### config.mk
export PLATFORM = sky130hd
export DESIGN_NAME = axi4_stream_router
export DESIGN_NICKNAME = d
export VERILOG_FILES = /design/src/rtl/axi4s_pkg.sv /design/src/rtl/axi4s_keep_pack.sv /design/src/rtl/axi4_stream_router.sv
export SDC_FILE = /design/constraint.sdc
export NUM_CORES = 1
export LEC_CHECK = 0
export CAP_MARGIN = 20
export CORE_MARGIN = 10
export CORE_UTILIZATION = 45
export CTS_CLUSTER_DIAMETER = 30
export DETAILED_ROUTE_END_ITERATION = 12
export PLACE_DENSITY = 0.92
export SYNTH_ARGS = -nofsm -noshare
export SYNTH_HDL_FRONTEND = slang
export SYNTH_HIERARCHICAL = 1
export SYNTH_SLANG_ARGS = --single-unit
export TNS_END_PERCENT = 20
### constraint.sdc
create_clock -name clk -period 3.8 [get_ports clk]
set_input_delay 0.57 -clock clk [delete_from_list [all_inputs] [get_ports clk]]
set_output_delay 0.57 -clock clk [all_outputs]
set_load 0.01 [all_outputs]
### src/rtl/axi4s_pkg.sv
// Shared types and width helpers for the AXI4-Stream router.
package axi4s_pkg;

  typedef enum logic [1:0] {
    IDLE = 2'd0,
    PASS = 2'd1,
    DROP = 2'd2
  } rtr_state_e;

  // Stored FIFO word: {tlast, keep flags, tdata}.
  function automatic int unsigned fifo_width(input int unsigned data_bytes,
                                             input int unsigned keep_grp);
    return 8 * data_bytes + data_bytes / keep_grp + 1;
  endfunction

  localparam int unsigned FIFO_W_DEFAULT = fifo_width(16, 4);

endpackage

### src/rtl/axi4s_keep_pack.sv
// Compresses byte-level tkeep to one flag per KEEP_GRP-byte group (lowest byte of each group).
module axi4s_keep_pack #(
  parameter int unsigned DATA_BYTES = 16,
  parameter int unsigned KEEP_GRP   = 4
) (
  input  logic [DATA_BYTES-1:0]          tkeep,
  output logic [DATA_BYTES/KEEP_GRP-1:0] flags
);

  localparam int unsigned NGRP = DATA_BYTES / KEEP_GRP;

  logic unused_keep;

  for (genvar g = 0; g < NGRP; g++) begin : g_flag
    assign flags[g] = tkeep[g*KEEP_GRP];
  end

  // Upstream keeps whole groups; the other bytes of each group carry no extra information.
  assign unused_keep = ^tkeep;

endmodule

### src/rtl/axi4_stream_router.sv
// Routes AXI4-Stream packets by tdest into per-channel FIFOs; out-of-range tdest is dropped.
module axi4_stream_router
  import axi4s_pkg::*;
#(
  parameter  int unsigned DATA_BYTES = 16,
  parameter  int unsigned TDEST_W    = 2,
  parameter  int unsigned NUM_CH     = 3,
  parameter  int unsigned KEEP_GRP   = 4,
  parameter  int unsigned CNT_W      = 16,
  localparam int unsigned FIFO_W     = fifo_width(DATA_BYTES, KEEP_GRP)
) (
  input  logic                    clk,
  input  logic                    reset_n,

  input  logic                    s_axis_tvalid,
  output logic                    s_axis_tready,
  input  logic [8*DATA_BYTES-1:0] s_axis_tdata,
  input  logic [DATA_BYTES-1:0]   s_axis_tkeep,
  input  logic                    s_axis_tlast,
  input  logic [TDEST_W-1:0]      s_axis_tdest,

  output logic [FIFO_W-1:0]       fifo_wr_data,
  output logic [NUM_CH-1:0]       fifo_wr_en,
  input  logic [NUM_CH-1:0]       fifo_prog_full,
  input  logic [NUM_CH-1:0]       fifo_full,

  output logic [CNT_W-1:0]        pkt_cnt,
  output logic [CNT_W-1:0]        drop_cnt,
  output logic                    ovf_err,
  input  logic                    err_clr
);

  localparam int unsigned FLAG_W     = DATA_BYTES / KEEP_GRP;
  localparam int unsigned CH_SPACE   = 1 << TDEST_W;
  localparam int unsigned DEST_CMP_W = TDEST_W + 1;

  rtr_state_e          state;
  logic [TDEST_W-1:0]  ch;
  logic [CH_SPACE-1:0] prog_full_ext;
  logic [CH_SPACE-1:0] full_ext;
  logic [CH_SPACE-1:0] ch_onehot;
  logic [FLAG_W-1:0]   flags;
  logic                dest_ok;
  logic                beat_acc;
  logic                pass_acc;
  logic                drop_acc;

  // Status vectors widened to the full tdest space so ch can index them directly.
  assign prog_full_ext = CH_SPACE'(fifo_prog_full);
  assign full_ext      = CH_SPACE'(fifo_full);
  assign ch_onehot     = CH_SPACE'(1) << ch;

  assign dest_ok = DEST_CMP_W'(s_axis_tdest) < DEST_CMP_W'(NUM_CH);

  always_comb begin
    s_axis_tready = 1'b0;
    unique case (state)
      PASS:    s_axis_tready = ~prog_full_ext[ch];
      DROP:    s_axis_tready = 1'b1;
      default: s_axis_tready = 1'b0;
    endcase
  end

  assign beat_acc = s_axis_tvalid & s_axis_tready;
  assign pass_acc = beat_acc & (state == PASS);
  assign drop_acc = beat_acc & (state == DROP);

  axi4s_keep_pack #(
    .DATA_BYTES (DATA_BYTES),
    .KEEP_GRP   (KEEP_GRP)
  ) u_keep_pack (
    .tkeep (s_axis_tkeep),
    .flags (flags)
  );

  // Packet-level FSM; the header beat is only inspected in IDLE, never consumed there.
  always_ff @(posedge clk or negedge reset_n) begin
    if (!reset_n) begin
      state <= IDLE;
      ch    <= '0;
    end else begin
      unique case (state)
        IDLE: begin
          if (s_axis_tvalid) begin
            ch    <= s_axis_tdest;
            state <= dest_ok ? PASS : DROP;
          end
        end
        PASS, DROP: begin
          if (beat_acc && s_axis_tlast) state <= IDLE;
        end
        default: state <= IDLE;
      endcase
    end
  end

  // Write port: strobe only for the cycle after an accepted PASS beat, data holds otherwise.
  always_ff @(posedge clk or negedge reset_n) begin
    if (!reset_n) begin
      fifo_wr_en   <= '0;
      fifo_wr_data <= '0;
    end else begin
      fifo_wr_en <= '0;
      if (pass_acc) begin
        fifo_wr_en   <= NUM_CH'(ch_onehot);
        fifo_wr_data <= {s_axis_tlast, flags, s_axis_tdata};
      end
    end
  end

  // Forwarded count wraps; drop count saturates.
  always_ff @(posedge clk or negedge reset_n) begin
    if (!reset_n) begin
      pkt_cnt  <= '0;
      drop_cnt <= '0;
    end else begin
      if (pass_acc && s_axis_tlast) pkt_cnt <= pkt_cnt + CNT_W'(1);
      if (drop_acc && s_axis_tlast && !(&drop_cnt)) drop_cnt <= drop_cnt + CNT_W'(1);
    end
  end

  // Sticky overflow flag; a new overflow in the clear cycle keeps it set.
  always_ff @(posedge clk or negedge reset_n) begin
    if (!reset_n) begin
      ovf_err <= 1'b0;
    end else if (pass_acc && full_ext[ch]) begin
      ovf_err <= 1'b1;
    end else if (err_clr) begin
      ovf_err <= 1'b0;
    end
  end

endmodule

==> flow_metrics.py, run 1 <==
metrics = {
    "pwr": {
        "leakage_nw": 4.96,
        "peakVddDrop_v": 0.000450,
        "combPwrFrac_pct": 36.1,
        "intPower_w": 0.00475,
        "finalPower_w": 0.00677,
        "switchingPower_w": 0.00201,
        "p_per_area_nw_per_um2": 621,
        "sw_frac_of_total_pct": 29.8,
        "clockPowerShare_pct": 24.3,
        "seq_power_share_pct": 39.6,
    },
    "worst_setup_path": {
        "worstPathArrival_ns": 2.41,
        "cp_slowest_cell": "clkdlybuf4s50_1",
        "r2r_end": "fifo_wr_data[111]",
        "max_stage_delay_ns": 0.49,
        "rr_worst_depth": 8,
        "r2r_slack_ns": 1.24,
        "startpoint_type": "flop",
        "crit_family": "buffers and inverters",
        "endpoint_kind": "primary output",
        "required_ns": 3.23,
        "cp_num_buf_inv": 3,
        "worstPathCellList": "inv_1, ha_1, or2_2, o311ai_2, buf_4, nor2_1, clkdlybuf4s50_1",
        "critPathMaxFanout": 20,
        "r2r-start": "state[0]",
        "crit_path_start": "state[0]",
        "critical_path_class": "reg2out",
    },
    "route": {
        "vias": 5187,
        "drc_errors": 0,
        "drt_iter0_drc": 218,
        "wirelength_um": 22300,
        "vias_per_cell": 5.12,
        "dr.pass1.iters": 4,
        "ant_nets": 0,
        "wl_per_cell_um": 22.0,
    },
    "synth": {
        "yosys.area_share.simple_pct": 6.71,
        "synth_top_family_by_area": "multiplexers",
        "postSynth.asyncResetShare_pct": 100,
        "synthFlopType": "dfrtp_1",
        "syn_area_um2": 7060,
        "synth_seq_cells": 173,
        "synth_top_area_share_pct": 61.3,
        "synth-xor-area-share_pct": 3.47,
        "yosysTopAreaCell": "dfrtp_1",
        "synth-compound-area-share_pct": 1.91,
        "synthesis.nets": 633,
        "synthMuxAreaShare_pct": 22.1,
        "ys_seq_area_share_pct": 61.3,
        "yosys-top-cells-area": "dfrtp_1, mux2_2, xor2_1",
        "synth_warnings": 6,
        "postSynthCellCount": 471,
        "synth_cell_type_count": 40,
        "yosys.area_share.adder_pct": 0.886,
        "avgSynthCellArea_um2": 15.0,
        "synth_edf_count": 0,
    },
    "timing": {
        "relSlewSlack_pct": 41.1,
        "rsz0062_at_grt": "false",
        "fin_setup_tns_ns": 0,
        "slew_violations": 0,
        "skew_ns": 0.00775,
        "worst_pin_slew_ns": 0.884,
        "finalHoldViolCount": 0,
        "fmax_mhz": 336,
        "period_needed_ns": 2.98,
        "setup_violations": 0,
        "fin_crit_sh_pct": 78.4,
    },
    "floorplan": {
        "start_util_pct": 46.1,
        "die_h_um": 145,
        "core_um2": 15300,
        "die-area_um2": 21100,
        "core.rowCount": 45,
        "die_x_um": 145,
        "io_pins": 327,
    },
    "finish": {
        "syn_to_final_growth_pct": 54.2,
        "drive_gt1_share_pct": 21.8,
        "nNetsFinal": 948,
    },
    "grt": {
        "grt.met2_usage_pct": 37.7,
        "busiest_layer": "met2",
        "antenna_found_initial": 3,
        "grt_usage_pct": 20.9,
        "grt_pass1_wl_um": 34500,
        "grt_pass1_vias": 5596,
        "overflow": 0,
        "grt_start_max_net_pins": 99,
        "grtUsageMet1_pct": 22.2,
        "grt.met3_usage_pct": 7.11,
    },
    "cts": {
        "cts_buffers": 17,
        "cts_tree": "built",
        "postCtsResizedCells": 0,
        "cts_buffer_depth": 2,
        "cts.sinks": 173,
        "clk_latency_ns": 0.42,
        "ctsHoldBuffers": 0,
        "postCtsSetupBuffers": 0,
        "htreeDepth": 4,
        "clock-root-buffer": "clkbuf_16",
        "clk_pin_slew_ns": 0.07,
    },
    "placed_design": {
        "io_buffer_count": 314,
        "gp_congestion": 0.799,
        "hpwl_um": 17400,
    },
    "run": {
        "cap_violations": 0,
    },
    "hold_path": {
        "min_path_type": "in2async",
    },
    "outcome": {
        "status": "finished clean",
    },
}
stage by stage:
step | hold WS, ns | setup slack, ns | std cells | instance area [µm²] | utilization [%]
detailed placement | 0.485 | 1.02 | 978 | 10300 | 67.4
global route | 0.290 | 0.729 | 1013 | 10900 | 71.1
global placement | 0.456 | 1.06 | 978 | 10300 | 67.4
finish | 0.234 | 0.821 | 1013 | 10900 | 71.1
CTS | 0.268 | 0.817 | 1010 | 10900 | 71.1
floorplan | 0.274 | 1.70 | 471 | 7060 | -
placed cells by master, fill, tap and decap left out, types with 3 or more instances in the layout:
cell type | netlist | final
nand2_1 | 13 | 13
ha_1 | 5 | 5
and3_1 | 4 | 4
clkbuf_8 | 0 | 4
clkinvlp_4 | 0 | 3
mux2_2 | 128 | 128
a21oi_1 | 3 | 3
nor2_1 | 4 | 4
o211ai_1 | 4 | 4
diode_2 | 0 | 3
inv_1 | 9 | 9
clkdlybuf4s50_1 | 0 | 313
dfrtp_1 | 173 | 173
clkbuf_16 | 0 | 17
nor4_1 | 9 | 9
nand4_1 | 5 | 5
xnor2_1 | 3 | 3
and4_1 | 3 | 3
nor3_1 | 10 | 10
xor2_1 | 25 | 25
clkinv_4 | 0 | 4
mux2_1 | 9 | 9
buf_4 | 10 | 4
nand3_1 | 12 | 12
worst register-to-register path: stages (launching register included):
cell	delay, ns
dfrtp_1	0.40
inv_1	0.09
ha_1	0.27
or2_2	0.31
o311ai_2	0.09
buf_4	0.28
nand2b_4	0.20
buf_12	0.31
mux2_2	0.49
registers in the layout, indices dropped and copies added (netlist names):
name,flops
ch,2
ovf_err,1
pkt_cnt,16
drop_cnt,16
fifo_wr_data,133
state,2
fifo_wr_en,3
cell type report:
| type | instances | area, µm² |
|---|---|---|
| antenna | 3 | 7.51 |
| clock buffer | 22 | 484 |
| clock inverter | 10 | 80.1 |
| fill | 986 | 4420 |
| inverter | 9 | 33.8 |
| multi-input combinational | 265 | 2480 |
| sequential | 173 | 4330 |
| tap | 211 | 264 |
| timing repair buffer | 320 | 3210 |
worst max-delay path by stage:
| stage | end | slack [ns] | cells past startpoint |
|---|---|---|---|
| 2_1_floorplan | s_axis_tready | 1.70 | 7 |
| 3_3_place_gp | s_axis_tready | 1.06 | 6 |
| 3_5_place_dp | s_axis_tready | 1.02 | 6 |
| 4_1_cts | s_axis_tready | 0.82 | 7 |
| 5_1_grt | s_axis_tready | 0.73 | 7 |
| 6_report | s_axis_tready | 0.82 | 7 |
power groups by stage:
stage / sequential, W / combinational (W) / clock [W]
after floorplan: 0.00290 / 0.000784 / 0
after global placement: 0.00265 / 0.00238 / 0
after detailed placement: 0.00271 / 0.00246 / 0
after CTS: 0.00268 / 0.00248 / 0.00168
after global routing: 0.00274 / 0.00260 / 0.00175
final: 0.00268 / 0.00245 / 0.00164
cell families (layout without fill, tap and decap cells):
logic type | after synthesis | count (layout)
buffers and inverters | 33 | 361
AO/OA/AOI/OAI | 17 | 17
adder cells (fa/ha/maj) | 5 | 5
multiplexers | 139 | 139
flip-flops | 173 | 173
other | 0 | 3
AND/OR/NAND/NOR | 76 | 76
XOR/XNOR | 28 | 28
routing by layer:
| metal | up-vias | wire length (µm) |
|---|---|---|
| met3 | 31 | 1690 |
| li1 | 2309 | - |
| met4 | 0 | 550 |
| met2 | 256 | 11900 |
| met1 | 2591 | 8090 |
| met5 | - | 0 |
synthesized netlist by cell type, types with 4 or more instances:
library cell,instances
xor2_1,25
o211ai_1,4
nor3_1,10
nor2_1,4
buf_6,12
inv_1,9
nor4_1,9
buf_4,10
ha_1,5
and3_1,4
dfrtp_1,173
mux2_2,128
mux2_1,9
nand2_1,13
nand3_1,12
nand4_1,5
Note: power is estimated with default switching activity, not from simulation.
==> run 2: changes to the inputs <==
Settings changed: CORE_UTILIZATION 45 to 42, PLACE_DENSITY 0.92 to 0.87.
Clock period 3.8 ns to 2.8 ns, I/O delays scaled along.
==> run 2 against run 1 <==
  * Die area rose by 6.1%
  * Sequential cell count did not move
  * Sequential power rose by 35%
  * Via count fell by 3.7%
  * Combinational power rose by 33%
  * Register-to-register slack got worse by 0.79 ns
  * Power rose by 36%
  * Largest power group unchanged
  * Critical path depth fell by 1
==> flow_metrics.py, run 2 (synthesis gave the netlist of run 1 again) <==
metrics = {
    "grt": {
        "grt_pass1_vias": 5525,
        "grt_start_max_net_pins": 96,
        "antenna_found_initial": 0,
        "overflow": 0,
        "grt_pass1_wl_um": 30300,
        "grt_usage_pct": 17.5,
    },
    "timing": {
        "finalHoldViolCount": 0,
        "fin_crit_sh_pct": 91.9,
        "skew_ns": 0.0102,
        "period_needed_ns": 2.57,
        "fin_setup_tns_ns": 0,
        "rsz0062_at_grt": "false",
        "slew_violations": 0,
        "worst_pin_slew_ns": 0.544,
        "fmax_mhz": 389,
        "relSlewSlack_pct": 63.5,
        "setup_slack_ns": 0.227,
        "setup_violations": 0,
    },
    "route": {
        "wl_per_cell_um": 19.7,
        "drc_errors": 0,
        "vias_per_cell": 4.88,
        "drt_iter0_drc": 184,
        "dr.pass1.iters": 4,
        "top_layer_used": "met4",
        "vias": 4997,
        "ant_nets": 0,
        "wl_met1_um": 7720,
        "wl_met2_um": 9910,
        "wl_met3_um": 2140,
        "wirelength_um": 20200,
    },
    "pwr": {
        "p_per_area_nw_per_um2": 839,
        "leakage_nw": 5.00,
        "peakVddDrop_v": 0.000438,
    },
    "finish": {
        "syn_to_final_growth_pct": 55.5,
        "top_regs": "fifo_wr_data (133), drop_cnt (16), pkt_cnt (16)",
        "final_cell_mix": "clkdlybuf4s50_1, dfrtp_1, mux2_2",
        "diodes": 0,
        "nNetsFinal": 954,
        "largest_register_ff_count": 133,
        "fill_cells": 1208,
        "drive_gt1_share_pct": 22.2,
        "final_common_cell": "clkdlybuf4s50_1",
        "largest-register": "fifo_wr_data",
    },
    "floorplan": {
        "die_h_um": 150,
        "core.rowCount": 47,
        "die-area_um2": 22400,
        "core_um2": 16500,
        "start_util_pct": 42.7,
        "io_pins": 327,
        "die_x_um": 150,
    },
    "cts": {
        "postCtsSetupBuffers": 0,
        "clock-root-buffer": "clkbuf_16",
        "cts_buffer_depth": 2,
        "postCtsResizedCells": 0,
        "clk_latency_ns": 0.42,
        "cts_buffers": 17,
        "clk_pin_slew_ns": 0.07,
        "cts.sinks": 173,
        "ctsHoldBuffers": 0,
        "cts_tree": "built",
        "htreeDepth": 4,
    },
    "placed_design": {
        "hpwl_um": 15700,
        "io_buffer_count": 314,
        "gp_congestion": 0.814,
        "dp_slack_ns": 0.274,
    },
    "worst_setup_path": {
        "r2r-start": "state[0]",
        "worstPathArrival_ns": 2.15,
        "critical_path_class": "reg2out",
        "required_ns": 2.38,
        "crit_path_start": "state[0]",
        "startpoint_type": "flop",
        "critPathMaxFanout": 5,
        "endpoint_kind": "primary output",
    },
    "hold_path": {
        "min_path_type": "in2async",
    },
    "run": {
        "cap_violations": 0,
    },
    "outcome": {
        "status": "finished clean",
    },
}
[run 2: cell types whose count changed in the layout (fill, tap and decap cells not counted), sizes merged]
cell,delta
buf,+6
bufinv,+2
clkbuf,-2
clkinv,-3
clkinvlp,+1
diode,-3
inv,+2
[run 2: layer usage]
metal | vias up | GRT usage, %
li1 | 2320 | -
met1 | 2435 | 18.9
met2 | 216 | 29.2
met3 | 26 | 8.51
met4 | 0 | 6.03
met5 | - | 0
[run 2: power breakdown]
part / internal [W] / switching (W)
Sequential: 0.00321 / 0.000408
Clock: 0.00135 / 0.000980
Combinational: 0.00201 / 0.00126
Total: 0.00657 / 0.00265
[run 2: path summary, 6_finish.rpt]
| path | depth (start not counted) | slack, ns | endpoint |
|---|---|---|---|
| setup / recovery | 6 | 0.23 | s_axis_tready |
| hold / removal | 2 | 0.004 | fifo_wr_data[105] |
| hold reg to reg | 1 | 0.47 | pkt_cnt[15] |
| min in group clk | 1 | 0.47 | pkt_cnt[15] |
| max in group asynchronous | 2 | 2.34 | fifo_wr_data[47] |
| setup reg to reg | 7 | 0.45 | fifo_wr_data[131] |
[run 2: critical path: stages (launching register included)]
cell	delay, ns
dfrtp_1	0.41
inv_1	0.09
ha_1	0.23
nand4bb_1	0.16
o311ai_2	0.13
nor2_1	0.15
clkdlybuf4s50_1	0.56
[run 2: stage by stage]
stage / cells / instance area (µm²) / util (%) / hold WS, ns / power [W]
final: 1025 / 11000 / 66.5 / 0.00355 / 0.00921
after global routing: 1025 / 11000 / 66.5 / 0.0304 / 0.00969
after CTS: 1025 / 11000 / 66.5 / 0.0164 / 0.00936
after detailed placement: 993 / 10400 / 63.0 / 0.461 / 0.00698
after global placement: 993 / 10400 / 63.0 / 0.457 / 0.00687
after floorplan: 471 / 7060 / - / 0.124 / 0.00499
[run 2: final cells by class]
| class | instances | area [µm²] | area share, % |
|---|---|---|---|
| clock buffer | 20 | 447 | 4.07 |
| sequential | 173 | 4330 | 39.4 |
| timing repair buffer | 326 | 3280 | 29.9 |
| inverter | 9 | 33.8 | 0.308 |
| tap | 220 | 275 | 2.51 |
| clock inverter | 12 | 135 | 1.23 |
| multi-input combinational | 265 | 2480 | 22.6 |
